==> src/rtl/timer_key_entry.sv <==
// Keypad front-end for the microwave timer: collects an MM:SS entry, loads the down-counter digits and gates their count.
// Optional macro KEY_QUICK_START_EN: key 4'hC in IDLE loads 00:30 and starts immediately.
module timer_key_entry #(
  parameter int LOAD_PULSE_CYCLES = 1,
  parameter int MAX_SEC_TENS      = 5
) (
  input  logic       clk,
  input  logic       clrn,
  input  logic       key_valid,
  input  logic [3:0] key_code,
  input  logic       counters_zero,
  output logic [3:0] min_tens,
  output logic [3:0] min_ones,
  output logic [3:0] sec_tens,
  output logic [3:0] sec_ones,
  output logic       loadn,
  output logic       cnt_en,
  output logic [2:0] digit_cnt,
  output logic       entry_err,
  output logic [2:0] state_o
);

  // state | meaning
  // IDLE  | buffer empty, waiting for the first digit
  // ENTRY | digits being collected, START validates
  // LOAD  | loadn held low, buffer frozen
  // RUN   | counters enabled, waiting for zero or STOP
  // PAUSE | counters held, START resumes, STOP abandons
  typedef enum logic [2:0] {
    S_IDLE  = 3'd0,
    S_ENTRY = 3'd1,
    S_LOAD  = 3'd2,
    S_RUN   = 3'd3,
    S_PAUSE = 3'd4
  } state_t;

  localparam logic [3:0] KEY_START    = 4'hA;
  localparam logic [3:0] KEY_STOP     = 4'hB;
  localparam logic [2:0] LOAD_INIT    = 3'(LOAD_PULSE_CYCLES - 1);
  localparam logic [3:0] SEC_TENS_MAX = 4'(MAX_SEC_TENS);

  state_t     state_q, state_d;
  logic [3:0] min_tens_q, min_tens_d;
  logic [3:0] min_ones_q, min_ones_d;
  logic [3:0] sec_tens_q, sec_tens_d;
  logic [3:0] sec_ones_q, sec_ones_d;
  logic [2:0] digit_cnt_q, digit_cnt_d;
  logic [2:0] load_cnt_q, load_cnt_d;
  logic       loadn_q, loadn_d;
  logic       cnt_en_q, cnt_en_d;
  logic       entry_err_q, entry_err_d;

  logic is_digit, is_start, is_stop, buf_nonzero, entry_ok;

  assign is_digit    = key_valid && (key_code <= 4'd9);
  assign is_start    = key_valid && (key_code == KEY_START);
  assign is_stop     = key_valid && (key_code == KEY_STOP);
  assign buf_nonzero = |{min_tens_q, min_ones_q, sec_tens_q, sec_ones_q};
  assign entry_ok    = buf_nonzero && (sec_tens_q <= SEC_TENS_MAX);

  always_comb begin
    state_d     = state_q;
    min_tens_d  = min_tens_q;
    min_ones_d  = min_ones_q;
    sec_tens_d  = sec_tens_q;
    sec_ones_d  = sec_ones_q;
    digit_cnt_d = digit_cnt_q;
    load_cnt_d  = load_cnt_q;
    loadn_d     = loadn_q;
    cnt_en_d    = cnt_en_q;
    entry_err_d = 1'b0;

    case (state_q)
      S_IDLE, S_ENTRY: begin
        if (is_digit) begin
          if (digit_cnt_q < 3'd4) begin
            min_tens_d  = min_ones_q;
            min_ones_d  = sec_tens_q;
            sec_tens_d  = sec_ones_q;
            sec_ones_d  = key_code;
            digit_cnt_d = digit_cnt_q + 3'd1;
            state_d     = S_ENTRY;
          end
        end else if (state_q == S_ENTRY && is_start) begin
          if (entry_ok) begin
            state_d    = S_LOAD;
            loadn_d    = 1'b0;
            load_cnt_d = LOAD_INIT;
          end else begin
            entry_err_d = 1'b1;
          end
        end else if (state_q == S_ENTRY && is_stop) begin
          min_tens_d  = 4'd0;
          min_ones_d  = 4'd0;
          sec_tens_d  = 4'd0;
          sec_ones_d  = 4'd0;
          digit_cnt_d = 3'd0;
          state_d     = S_IDLE;
        end
`ifdef KEY_QUICK_START_EN
        else if (state_q == S_IDLE && key_valid && key_code == 4'hC) begin
          min_tens_d  = 4'd0;
          min_ones_d  = 4'd0;
          sec_tens_d  = 4'd3;
          sec_ones_d  = 4'd0;
          digit_cnt_d = 3'd4;
          state_d     = S_LOAD;
          loadn_d     = 1'b0;
          load_cnt_d  = LOAD_INIT;
        end
`endif
      end

      S_LOAD: begin
        // Counter enable rises on the same edge that releases loadn.
        if (load_cnt_q == 3'd0) begin
          loadn_d  = 1'b1;
          cnt_en_d = 1'b1;
          state_d  = S_RUN;
        end else begin
          load_cnt_d = load_cnt_q - 3'd1;
        end
      end

      S_RUN: begin
        if (counters_zero) begin
          min_tens_d  = 4'd0;
          min_ones_d  = 4'd0;
          sec_tens_d  = 4'd0;
          sec_ones_d  = 4'd0;
          digit_cnt_d = 3'd0;
          cnt_en_d    = 1'b0;
          state_d     = S_IDLE;
        end else if (is_stop) begin
          cnt_en_d = 1'b0;
          state_d  = S_PAUSE;
        end
      end

      S_PAUSE: begin
        if (is_start) begin
          cnt_en_d = 1'b1;
          state_d  = S_RUN;
        end else if (is_stop) begin
          min_tens_d  = 4'd0;
          min_ones_d  = 4'd0;
          sec_tens_d  = 4'd0;
          sec_ones_d  = 4'd0;
          digit_cnt_d = 3'd0;
          state_d     = S_IDLE;
        end
      end

      default: begin
        min_tens_d  = 4'd0;
        min_ones_d  = 4'd0;
        sec_tens_d  = 4'd0;
        sec_ones_d  = 4'd0;
        digit_cnt_d = 3'd0;
        load_cnt_d  = 3'd0;
        loadn_d     = 1'b1;
        cnt_en_d    = 1'b0;
        state_d     = S_IDLE;
      end
    endcase
  end

  always_ff @(posedge clk or negedge clrn) begin
    if (!clrn) begin
      state_q     <= S_IDLE;
      min_tens_q  <= 4'd0;
      min_ones_q  <= 4'd0;
      sec_tens_q  <= 4'd0;
      sec_ones_q  <= 4'd0;
      digit_cnt_q <= 3'd0;
      load_cnt_q  <= 3'd0;
      loadn_q     <= 1'b1;
      cnt_en_q    <= 1'b0;
      entry_err_q <= 1'b0;
    end else begin
      state_q     <= state_d;
      min_tens_q  <= min_tens_d;
      min_ones_q  <= min_ones_d;
      sec_tens_q  <= sec_tens_d;
      sec_ones_q  <= sec_ones_d;
      digit_cnt_q <= digit_cnt_d;
      load_cnt_q  <= load_cnt_d;
      loadn_q     <= loadn_d;
      cnt_en_q    <= cnt_en_d;
      entry_err_q <= entry_err_d;
    end
  end

  assign min_tens  = min_tens_q;
  assign min_ones  = min_ones_q;
  assign sec_tens  = sec_tens_q;
  assign sec_ones  = sec_ones_q;
  assign loadn     = loadn_q;
  assign cnt_en    = cnt_en_q;
  assign digit_cnt = digit_cnt_q;
  assign entry_err = entry_err_q;
  assign state_o   = state_q;

endmodule

==> config.mk <==
export PLATFORM = sky130hd
export DESIGN_NAME = timer_key_entry
export DESIGN_NICKNAME = d
export VERILOG_FILES = /design/src/rtl/timer_key_entry.sv
export SDC_FILE = /design/constraint.sdc
export NUM_CORES = 1
export LEC_CHECK = 0
export BUFFER_PORTS_ARGS = -buffer_cell sky130_fd_sc_hd__buf_2
export CORE_ASPECT_RATIO = 1.1
export CORE_MARGIN = 2
export CORE_UTILIZATION = 55
export DETAILED_ROUTE_END_ITERATION = 16
export PLACE_DENSITY = 0.77
export SLEW_MARGIN = 20
export SYNTH_ARGS = -nofsm -noshare
export SYNTH_HDL_FRONTEND = slang
export SYNTH_SLANG_ARGS = --single-unit
==> constraint.sdc <==
create_clock -name clk -period 6.3 [get_ports clk]
set_clock_uncertainty 0.1 [all_clocks]
set_input_delay 0 -clock clk [delete_from_list [all_inputs] [get_ports clk]]
set_output_delay 0 -clock clk [all_outputs]
set_load 0.02 [all_outputs]
# --- After elaboration in Yosys (flattened, before gate mapping) ---
# Index checks and enable logic that the tools add are counted.
classes:
  shifts: 0
  muxes: 52
  n_lt_le_gt_ge: 3
  eq_ne: 22
  n_reduce_logical: 16
  addsub: 2
  bitwise_logic: 3
  div_mod_pow: 0
  n_mul: 0
ops:
  columns: ["cell", "n"]
  rows:
  - ["$pmux W4 S4", 4]
  - ["$mux W3", 19]
  - ["$mux W4", 13]
  - ["$pmux W3 S4", 2]
  - ["$ne A2 B2 Y1 const B", 9]
  - ["$reduce_or A16 Y1", 1]
  - ["$ne A3 B3 Y1 const B", 5]
  - ["$mux W1", 11]
  - ["$reduce_and A5 Y1", 2]
  - ["$pmux W3 S3", 1]
  - ["$eq A4 B4 Y1 const B", 2]
  - ["$ne A4 B4 Y1 const B", 2]
  - ["$reduce_and A7 Y1", 1]
  - ["$eq A3 B2 Y1 const B", 2]
  - ["$logic_and A1 B1 Y1", 6]
  - ["$logic_not A3 Y1", 2]
  - ["$reduce_and A6 Y1", 1]
  - ["$le A4 B3 Y1 const B", 1]
  - ["$le A4 B4 Y1 const B", 1]
  - ["$pmux W1 S4", 1]
  - ["$reduce_and A4 Y1", 1]
  - ["$reduce_or A2 Y1", 2]
  - ["$add A3 B1 Y3 const B", 1]
  - ["$eq A3 B1 Y1 const B", 1]
  - ["other kinds (5)", 7]
totals:
  out_inout_bits: 25
  mem_count: 0
  mem_bits_rw: 0
  romBits: 0
  latch_bits: 0
  ff_bits: 28

# --- Logic depth before layout (Yosys ltp) ---
# Gate-level depths: netlist of run 1.
depth:
  ltp_word: 7
  depth_mapped: 8
  depth_no_buf: 8

# --- Least setup slack after synthesis of run 1 ---
# OpenSTA, ideal clock, no wires.
synth_path:
  path_kind: "flip-flop to flip-flop"
  from: "reg load_cnt_q[0]"
  to: "reg state_q[0], in the netlist state_o[0]"
  arrival_ps: 1808
  setup_slack_ps: 4264
  setup_ps: 128
  synth_period_minus_slack_ps: 2036
  stages_incl_launch_ff: 9
  path_cell_list: "dfrtp_1 > inv_1 > ha_1 > ha_1 > mux2_2 > a311oi_1 > o21ai_0 > nand3b_1 > mux2_1"
synth_between:
  elab_chain_len: 3
synth_rtl:
  columns: ["element", "line", "text"]
  rows:
  - ["start: declaration", "48", "logic [2:0] load_cnt_q, load_cnt_d;"]
  - ["start signal: assignment", "187", "load_cnt_q <= load_cnt_d;"]
  - ["$logic_not A3 Y1", "116", "if (load_cnt_q == 3'd0) begin"]
  - ["$ne A2 B2 Y1 (no source line)", null, null]
  - ["$reduce_and A6 Y1 (no source line)", null, null]
  - ["end signal: assignment", "181", "state_q <= state_d;"]
  - ["end: declaration", "42", "state_t state_q, state_d;"]
# No other way between the ends.
# A chain may end at the register's enable or synchronous reset.

# --- Worst setup path after layout of run 1 ---
# Ends and elaborated chain as after synthesis.

==> run metrics, run 1 <==
layout cell share with drive strength beyond 1=21.2%; outcome=complete, no violations; crit share post-route=36.0%; Final min period=2.27 ns; Final setup viols=0; Worst setup SP type=register; Sum Neg Setup Slack=0 ns; post-route cell area=1870 um2; Psw=0.329 mW; global-route wire length before repair=5.76 mm; Slew HR=53.8%; Final HPWL DP=2.47 mm; Area growth syn-to-layout=16.5%; Hold Slack=0.0910 ns; kind of end point of the critical path=register; Sw Ratio=42.8%; initial core utilization=57.8%; CTS buffer count=3; most frequent cell after synthesis=dfrtp_1; PostCTS Resize Cnt=0; Synth area leaders=dfrtp_1 (42%), mux2i_1 (12%), nand2_1 (5.6%); Crit-path slowest cell=dfrtp_1; Worst-Margin Slew=0.691 ns; via/cell ratio=5.69; Clock Pin Slew Worst Setup and Hold Paths=0.15 ns; via count=1342; ANT cells=0; Yosys cell types=45; wire length per cell=14.5 um; leakage power=0.937 nW; vias in the first global route=1271; commonest cells in the netlist=dfrtp_1 (27), nand2_1 (24), inv_1 (22), mux2i_1 (19), nor2_1 (10); Pwr Density=411 nW/um2; CP Cell Sequence=inv_1 -> ha_1 -> ha_1 -> mux2_2 -> a311oi_1 -> o21ai_0 -> nand3b_1 -> mux2_1; largest area contributor in the netlist=dfrtp_1; Clock Tree Root=clkbuf_4; initial antenna violation count=0; Yosys reg bits=28; Cell Count, Final, Fillers Out=236; Mean Syn Cell Area=9.56 um2; Clk Latency, worst-skew pair=0.33 ns; Max-Cap Viols=0; Max IR drop VDD=260 uV; Comb power frac=46.6%; Crit Path Category=reg2reg; Total Power=0.769 mW; largest net degree at the start of global routing=29; final hold viol count=0; nets=215; Req. time, crit path=6.43 ns; Cells after Synth=168; unrepaired setup endpoints after global routing=no; IO Pins=33; CTS Buffer Depth=2; H-tree levels=1; drt first pass iters=4; crit path DAT=2.40 ns; Congestion Overflow GR=0; Die Span X=55.5 um; Routed WL=3.43 mm; syn nets=179; CP Max Fanout=5; GPL Wtd Cong=0.971; worst setup margin=4.03 ns; DR iter-0 viols=32; fmax=0.441 GHz; Synth Cell Area=1610 um2; die area=3370 um2; # DRC=0; FFs w/ async S/R, synth=100%; IO Port Bufs=32; HP Class=in2async; register share of total power=38.0%; Die Ht=60.7 um; internal power=0.440 mW; EDFF count, synth=0; Seq/Total Area, Yosys=43.7%; dpl cells=226; CP dominant cell by count=ha_1; placed standard-cell area=1750 um2; CTS sink cnt=28; row count=20; Crit path largest cell delay=0.44 ns; Slew Limit Fails=0; DRT antenna net count=0; pre-CTS WS=4.07 ns; prevailing post-synth register cell=dfrtp_1; Synth top area share=42.1%; clock share of power=15.4%; TritonCTS clock tree=yes; Util after Layout=67.4%; GRT Resource Usage Total=21.8%; yosys warns=0; Core Box Area=2780 um2
[final cells by class]
type | count | area [um2]
Clock buffer | 3 | 22.5
Clock inverter | 1 | 30.0
Fill cell | 223 | 906
Inverter | 22 | 82.6
Multi-Input combinational cell | 110 | 766
Sequential cell | 28 | 702
Tap cell | 33 | 41.3
Timing Repair Buffer | 39 | 228
[routing by layer]
| layer | wire length, um | vias up | GRT usage, % |
|---|---|---|---|
| met3 | 149 | 2 | 2.35 |
| met5 | 0 | - | 0 |
| met4 | 21 | 0 | 8.01 |
| li1 | - | 650 | - |
| met2 | 1760 | 40 | 36.9 |
| met1 | 1500 | 650 | 29.5 |
[layout by cell type (no fill, tap or decap), types with 4 or more instances in the layout]
| cell | count |
|---|---|
| dlygate4sd3_1 | 6 |
| mux2i_1 | 19 |
| dfrtp_1 | 27 |
| nor3_1 | 4 |
| o2bb2ai_1 | 4 |
| a21oi_1 | 5 |
| nor2_1 | 10 |
| buf_2 | 32 |
| inv_1 | 22 |
| nand2_1 | 24 |
[sequential cells by signal, indices dropped and copies added (netlist names)]
| signal | count |
|---|---|
| min_ones | 4 |
| cnt_en | 1 |
| loadn | 1 |
| sec_tens | 4 |
| state_o | 3 |
| load_cnt_q | 3 |
| entry_err | 1 |
| digit_cnt | 3 |
| min_tens | 4 |
| sec_ones | 4 |
[worst max-delay path, delay by kind of cell, from the launching register on]
family          cells  cell delay (ns)
mux                 2             0.63
compound gates      2             0.31
fa+ha+maj           2             0.43
buf+inv             1             0.08
flops               1             0.44
simple gates        1             0.18
[final timing paths]
kind	from	to	slack (ns)	cells after the start
setup reg to reg	load_cnt_q[0]	state_o[0]	4.03	8
hold / removal	clrn	sec_tens[3]	0.09	2
hold reg to reg	loadn	loadn	0.40	1
max in group asynchronous	clrn	sec_ones[1]	5.61	2
min in group clk	key_valid	state_o[1]	0.09	4
setup / recovery	load_cnt_q[0]	state_o[0]	4.03	8
[kinds of logic after synthesis]
| group | synth area share [%] |
|---|---|
| multiplexers | 13.2 |
| AO/OA/AOI/OAI | 12.7 |
| XOR/XNOR | 0.545 |
| adder cells (fa/ha/maj) | 2.34 |
| buffers and inverters | 9.03 |
| AND/OR/NAND/NOR | 18.5 |
| flip-flops | 43.7 |
[power groups by stage]
| stage | registers (mW) | logic, mW | clock network (mW) |
|---|---|---|---|
| after detailed placement | 0.293 | 0.354 | 0 |
| after floorplan | 0.319 | 0.243 | 0 |
| after CTS | 0.290 | 0.360 | 0.121 |
| final | 0.292 | 0.359 | 0.118 |
| after global placement | 0.289 | 0.344 | 0 |
| after global routing | 0.300 | 0.397 | 0.126 |
[what timing repair did]
action / CTS / global route
hold endpoints to repair: 34 / 0
setup buffers: 0 / 0
hold buffers: 6 / 0
endpoints found under the setup margin: 0 / 0
Power figures use the tool's default switching activity.
==> inputs of run 2 (changes only) <==
--- a/config.mk
+++ b/config.mk
@@ -8,9 +8,9 @@
 export BUFFER_PORTS_ARGS = -buffer_cell sky130_fd_sc_hd__buf_2
 export CORE_ASPECT_RATIO = 1.1
 export CORE_MARGIN = 2
-export CORE_UTILIZATION = 55
+export CORE_UTILIZATION = 54
 export DETAILED_ROUTE_END_ITERATION = 16
-export PLACE_DENSITY = 0.77
+export PLACE_DENSITY = 0.76
 export SLEW_MARGIN = 20
 export SYNTH_ARGS = -nofsm -noshare
 export SYNTH_HDL_FRONTEND = slang
==> constraint.sdc (replaced) <==
create_clock -name clk -period 2.2 [get_ports clk]
set_clock_uncertainty 0.1 [all_clocks]
set_input_delay 0 -clock clk [delete_from_list [all_inputs] [get_ports clk]]
set_output_delay 0 -clock clk [all_outputs]
set_load 0.02 [all_outputs]
==> run 2 against run 1 <==
Net effect:
- worst hold slack got worse by 0.0064 ns
- clock power grew 110%
- fmax up 7.0%
- largest cell class unchanged
- largest power group unchanged
==> run metrics, run 2 (synthesis gave the netlist of run 1 again) <==
outcome=complete, no violations; die area=3430 um2; ANT cells=0; Clock Tree Root=clkbuf_4; via/cell ratio=5.77; # fillers=216; global-route wire length before repair=5.77 mm; Slew Limit Fails=0; Final HPWL DP=2.48 mm; leakage power=0.975 nW; Final setup viols=0; row count=20; Sum Neg Setup Slack=0 ns; Worst-Margin Slew=0.611 ns; # DRC=0; drt first pass iters=4; CP Max Fanout=5; CTS buffer count=3; Final min period=2.12 ns; Req. time, crit path=2.33 ns; HP Class=in2async; Clk Latency, worst-skew pair=0.33 ns; DR iter-0 viols=68; vias in the first global route=1307; pre-CTS WS=0.0999 ns; fmax=0.472 GHz; Routed WL=3.62 mm; H-tree levels=1; Area growth syn-to-layout=21.1%; Slew HR=59.2%; Die Ht=61.2 um; Clock Pin Slew Worst Setup and Hold Paths=0.15 ns; IO Pins=33; CTS sink cnt=28; GPL Wtd Cong=0.887; Pwr Density=1160 nW/um2; TritonCTS clock tree=yes; via count=1396; GRT Resource Usage Total=21.3%; IO Port Bufs=32; Max-Cap Viols=0; Crit Path Category=reg2reg; kind of end point of the critical path=register; Congestion Overflow GR=0; nets=221; initial core utilization=57.3%; layout cell share with drive strength beyond 1=25.8%; crit path DAT=2.25 ns; Total Power=2.26 mW; CTS Buffer Depth=2; Core Box Area=2800 um2; worst setup margin=0.0811 ns; Die Span X=56.0 um; Max IR drop VDD=869 uV; largest net degree at the start of global routing=29; final hold viol count=0; dpl cells=231; DRT antenna net count=0; crit share post-route=96.3%; Cell Count, Final, Fillers Out=242; initial antenna violation count=0; highest-count cells in the layout ignoring fill and taps=buf_2 (32), dfrtp_1 (27), nand2_1 (24); wire length per cell=15.0 um; Worst setup SP type=register; most common cell after layout, fill and taps aside=buf_2
[run 2: timing repair]
item | in CTS | in global routing
hold buffers | 6 | 0
gates resized for setup | 0 | 9
endpoints found under the setup margin | 0 | 1
buffers inserted | 0 | 1
hold endpoints to repair | 34 | 0
[run 2: layer usage]
layer | routed length (um) | vias to the layer above | track usage (%)
li1 | - | 660 | -
met1 | 1600 | 670 | 27.0
met2 | 1780 | 54 | 38.3
met3 | 150 | 12 | 1.89
met4 | 88 | 0 | 8.84
met5 | 0 | - | 0
[run 2: critical path, stage by stage, from the launching register on]
cell and delay [ns]:
dfrtp_1 0.45, inv_2 0.08, ha_4 0.17, ha_4 0.16, mux2_4 0.28, a311oi_2 0.23
o21ai_1 0.10, nand3b_1 0.16, mux2_4 0.31
[run 2: path summary, 6_finish.rpt]
check                              start            end  slack, ns  depth (start not counted)
hold reg to reg                    loadn          loadn       0.39                          1
hold / removal                      clrn    min_tens[2]       0.08                          2
min in group clk               key_valid     state_o[1]       0.11                          4
setup reg to reg           load_cnt_q[0]     state_o[0]       0.08                          8
max in group asynchronous           clrn  load_cnt_q[0]       1.51                          2
setup / recovery           load_cnt_q[0]     state_o[0]       0.08                          8
[run 2: power by group]
group | internal, mW | switching (mW) | total, mW
Sequential | 0.651 | 0.165 | 0.816
Combinational | 0.529 | 0.661 | 1.19
Clock | 0.101 | 0.152 | 0.253
Total | 1.28 | 0.978 | 2.26
[run 2: final cells by class]
| class | count | area (um2) | share of cell area [%] |
|---|---|---|---|
| multi-input combinational | 110 | 798 | 41.0 |
| sequential | 28 | 702 | 36.1 |
| inverter | 22 | 82.6 | 4.24 |
| timing repair buffer | 45 | 285 | 14.7 |
| tap | 33 | 41.3 | 2.12 |
| clock buffer | 4 | 36.3 | 1.86 |
[run 2: per-stage QoR]
step           hold slack [ns]  util [%]  area, um2
2_1_floorplan           -0.396         -       1610
3_3_place_gp           -0.0584      64.3       1800
3_5_place_dp           -0.0489      64.3       1800
4_1_cts                 0.0603      67.8       1900
5_1_grt                  0.136      69.4       1950
6_report                0.0846      69.4       1950
==> inputs of run 3 (changes only) <==
--- a/config.mk
+++ b/config.mk
@@ -5,6 +5,7 @@
 export SDC_FILE = /design/constraint.sdc
 export NUM_CORES = 1
 export LEC_CHECK = 0
+export ABC_AREA = 1
 export BUFFER_PORTS_ARGS = -buffer_cell sky130_fd_sc_hd__buf_2
 export CORE_ASPECT_RATIO = 1.1
 export CORE_MARGIN = 2
==> run 3 against run 2 <==
Net effect:
- sequential power shrank 27%
- flip-flop and latch count is the same
- clock power is 15% lower
- fmax increased by 20%
- clock-buffer cell count unchanged
- total power fell by 51%
- via count is 1.2% lower
- combinational power is 76% lower
==> run metrics, run 3 <==
yosys warns=0; IO Port Bufs=32; ANT cells=0; met1 GRT Util=28.4%; CP dominant cell by count=nor2_4; outcome=complete, no violations; dpl cells=264; Req. time, crit path=2.32 ns; die area=3420 um2; Synth area leaders=dfrtp_1 (42%), nand2_1 (16%), o21ai_2 (6.0%); Pwr Density=597 nW/um2; Routed WL=3.26 mm; Clk Latency, worst-skew pair=0.32 ns; Max-Cap Viols=0; Final min period=1.76 ns; Sum Neg Setup Slack=0 ns; syn nets=215; Final HPWL DP=2.41 mm; GPL Wtd Cong=0.887; kind of end point of the critical path=register; DR iter-0 viols=58; # DRC=0; nets=253; via/cell ratio=5.03; Slew Limit Fails=0; leakage power=1.01 nW; Cells after Synth=204; CTS Buffer Depth=2; Mean Syn Cell Area=7.84 um2; prevailing post-synth register cell=dfrtp_1; Crit path largest cell delay=0.50 ns; Psw=0.371 mW; Seq/Total Area, Yosys=43.9%; initial antenna violation count=0; Util after Layout=65.9%; crit share post-route=80.1%; fmax=0.568 GHz; reg2reg end=min_tens[2]; row count=20; global-route wire length before repair=5.57 mm; unrepaired setup endpoints after global routing=no; Yosys reg bits=28; Area growth syn-to-layout=15.4%; Synth Cell Area=1600 um2; DRT antenna net count=0; clock share of power=19.5%; RR Startpoint=state_o[1]; register area=702 um2; Final setup viols=0; Die Ht=61.1 um; CP Max Fanout=38; Cell Count, Final, Fillers Out=274; Reg2Reg Setup Slack=0.44 ns; Sw Ratio=33.6%; Congestion Overflow GR=0; register share of total power=54.2%; internal power=0.732 mW; IO Pins=33; Crit-path slowest cell=dfrtp_1; Slew HR=59.4%; TritonCTS clock tree=yes; highest-count cells in the layout ignoring fill and taps=nand2_1 (70), buf_2 (32), dfrtp_1 (27); M2 GR Usage=36.4%; Worst-Margin Slew=0.609 ns; via count=1379; postcts setup bufs=0; most common cell after layout, fill and taps aside=nand2_1; gr busiest metal=met2; CP startpoint=state_o[1]; most frequent cell after synthesis=nand2_1; Die Span X=55.9 um; layout cell share with drive strength beyond 1=27.0%; Hold Slack=0.0879 ns; HP Class=in2reg; Reg2Reg Depth=9; FFs w/ async S/R, synth=100%; # fillers=251; wire length per cell=11.9 um; CP Capture Point=min_tens[2]; initial core utilization=57.1%; Core Box Area=2800 um2; GRT Resource Usage Total=20.7%; crit path DAT=1.88 ns; CTS buffer count=3; Comb power frac=26.3%; M3 GR Usage=2.10%; largest area contributor in the netlist=dfrtp_1; Synth top area share=42.2%; CTS sink cnt=28; area of the multi-input gates=767 um2; Worst setup SP type=register; commonest cells in the netlist=nand2_1 (70), dfrtp_1 (27), inv_1 (15), nor2_1 (15), nand3_1 (14); Clock Tree Root=clkbuf_4; EDFF count, synth=0; final hold viol count=0; Crit Path Category=reg2reg; vias in the first global route=1237; Total Power=1.10 mW; largest net degree at the start of global routing=39; Yosys cell types=30; H-tree levels=1; CP Cell Sequence=nor2_4 -> inv_4 -> nor2_4 -> nand2_2 -> nand2_1 -> inv_1 -> nand3_2 -> buf_12 -> o21ai_0; Max IR drop VDD=456 uV; Clock Pin Slew Worst Setup and Hold Paths=0.14 ns; drt first pass iters=4
-- run 3: changes by cell type in the layout (fill, tap and decap cells not counted), moves of 6 or more --
cell	before	now
o21ai_0	2	9
inv_1	21	15
nand2_1	24	70
buf_4	6	0
nand3_1	1	14
o21ai_2	0	11
nand2_2	0	7
mux2i_1	19	0
-- run 3: power groups by stage --
stage / sequential (mW) / clock (mW) / combinational [mW]
global route: 0.604 / 0.237 / 0.324
finish: 0.597 / 0.215 / 0.290
global placement: 0.607 / 0 / 0.281
floorplan: 0.654 / 0 / 0.154
detailed placement: 0.608 / 0 / 0.283
CTS: 0.598 / 0.225 / 0.293
-- run 3: worst min path at each step --
stage                         start  slack, ns           end  cells past startpoint
after global routing      key_valid       0.11  digit_cnt[0]                      4
final                     key_valid       0.09    state_o[0]                      5
after CTS                 key_valid       0.08    state_o[0]                      5
after detailed placement       clrn      -0.04  digit_cnt[2]                      1
after floorplan                clrn      -0.40        cnt_en                      0
after global placement         clrn      -0.04  digit_cnt[2]                      1
-- run 3: critical path, delay by kind of cell (launching register included) --
family	cells	cell delay, ns
buffers and inverters	3	0.34
DFF	1	0.50
AOI/OAI and AO/OA	1	0.10
and+or+nand+nor	5	0.60
-- run 3: final cells by class --
type                       count  area share (%)
sequential                    28            38.0
timing repair buffer          39            13.0
inverter                      18            3.79
clock buffer                   4            1.42
multi-input combinational    152            41.5
tap                           33            2.24
-- run 3: per-stage QoR --
stage	area, um2	worst slack, ns
final	1850	0.439
after global placement	1760	0.478
after floorplan	1600	0.522
after detailed placement	1760	0.463
after CTS	1850	0.446
after global routing	1850	0.310
-- run 3: repair_timing --
item | in CTS | in global routing
hold buffers | 6 | 0
gates resized for setup | 0 | 0
endpoints found under the hold margin | 33 | 0
endpoints found under the setup margin | 0 | 0
-- run 3: kinds of logic (layout without fill, tap and decap cells) --
family / Yosys count / count (layout) / share of synthesized area [%]
buffers and inverters: 24 / 61 / 8.21
XOR/XNOR: 1 / 1 / 0.547
AO/OA/AOI/OAI: 24 / 24 / 10.2
flip-flops: 28 / 28 / 43.9
AND/OR/NAND/NOR: 124 / 124 / 34.9
adder cells (fa/ha/maj): 3 / 3 / 2.35
-- run 3: layer usage --
metal	vias up	share of wire [%]
met2	31	49
met5	-	0
li1	721	-
met4	0	0.58
met3	2	4.1
met1	625	47
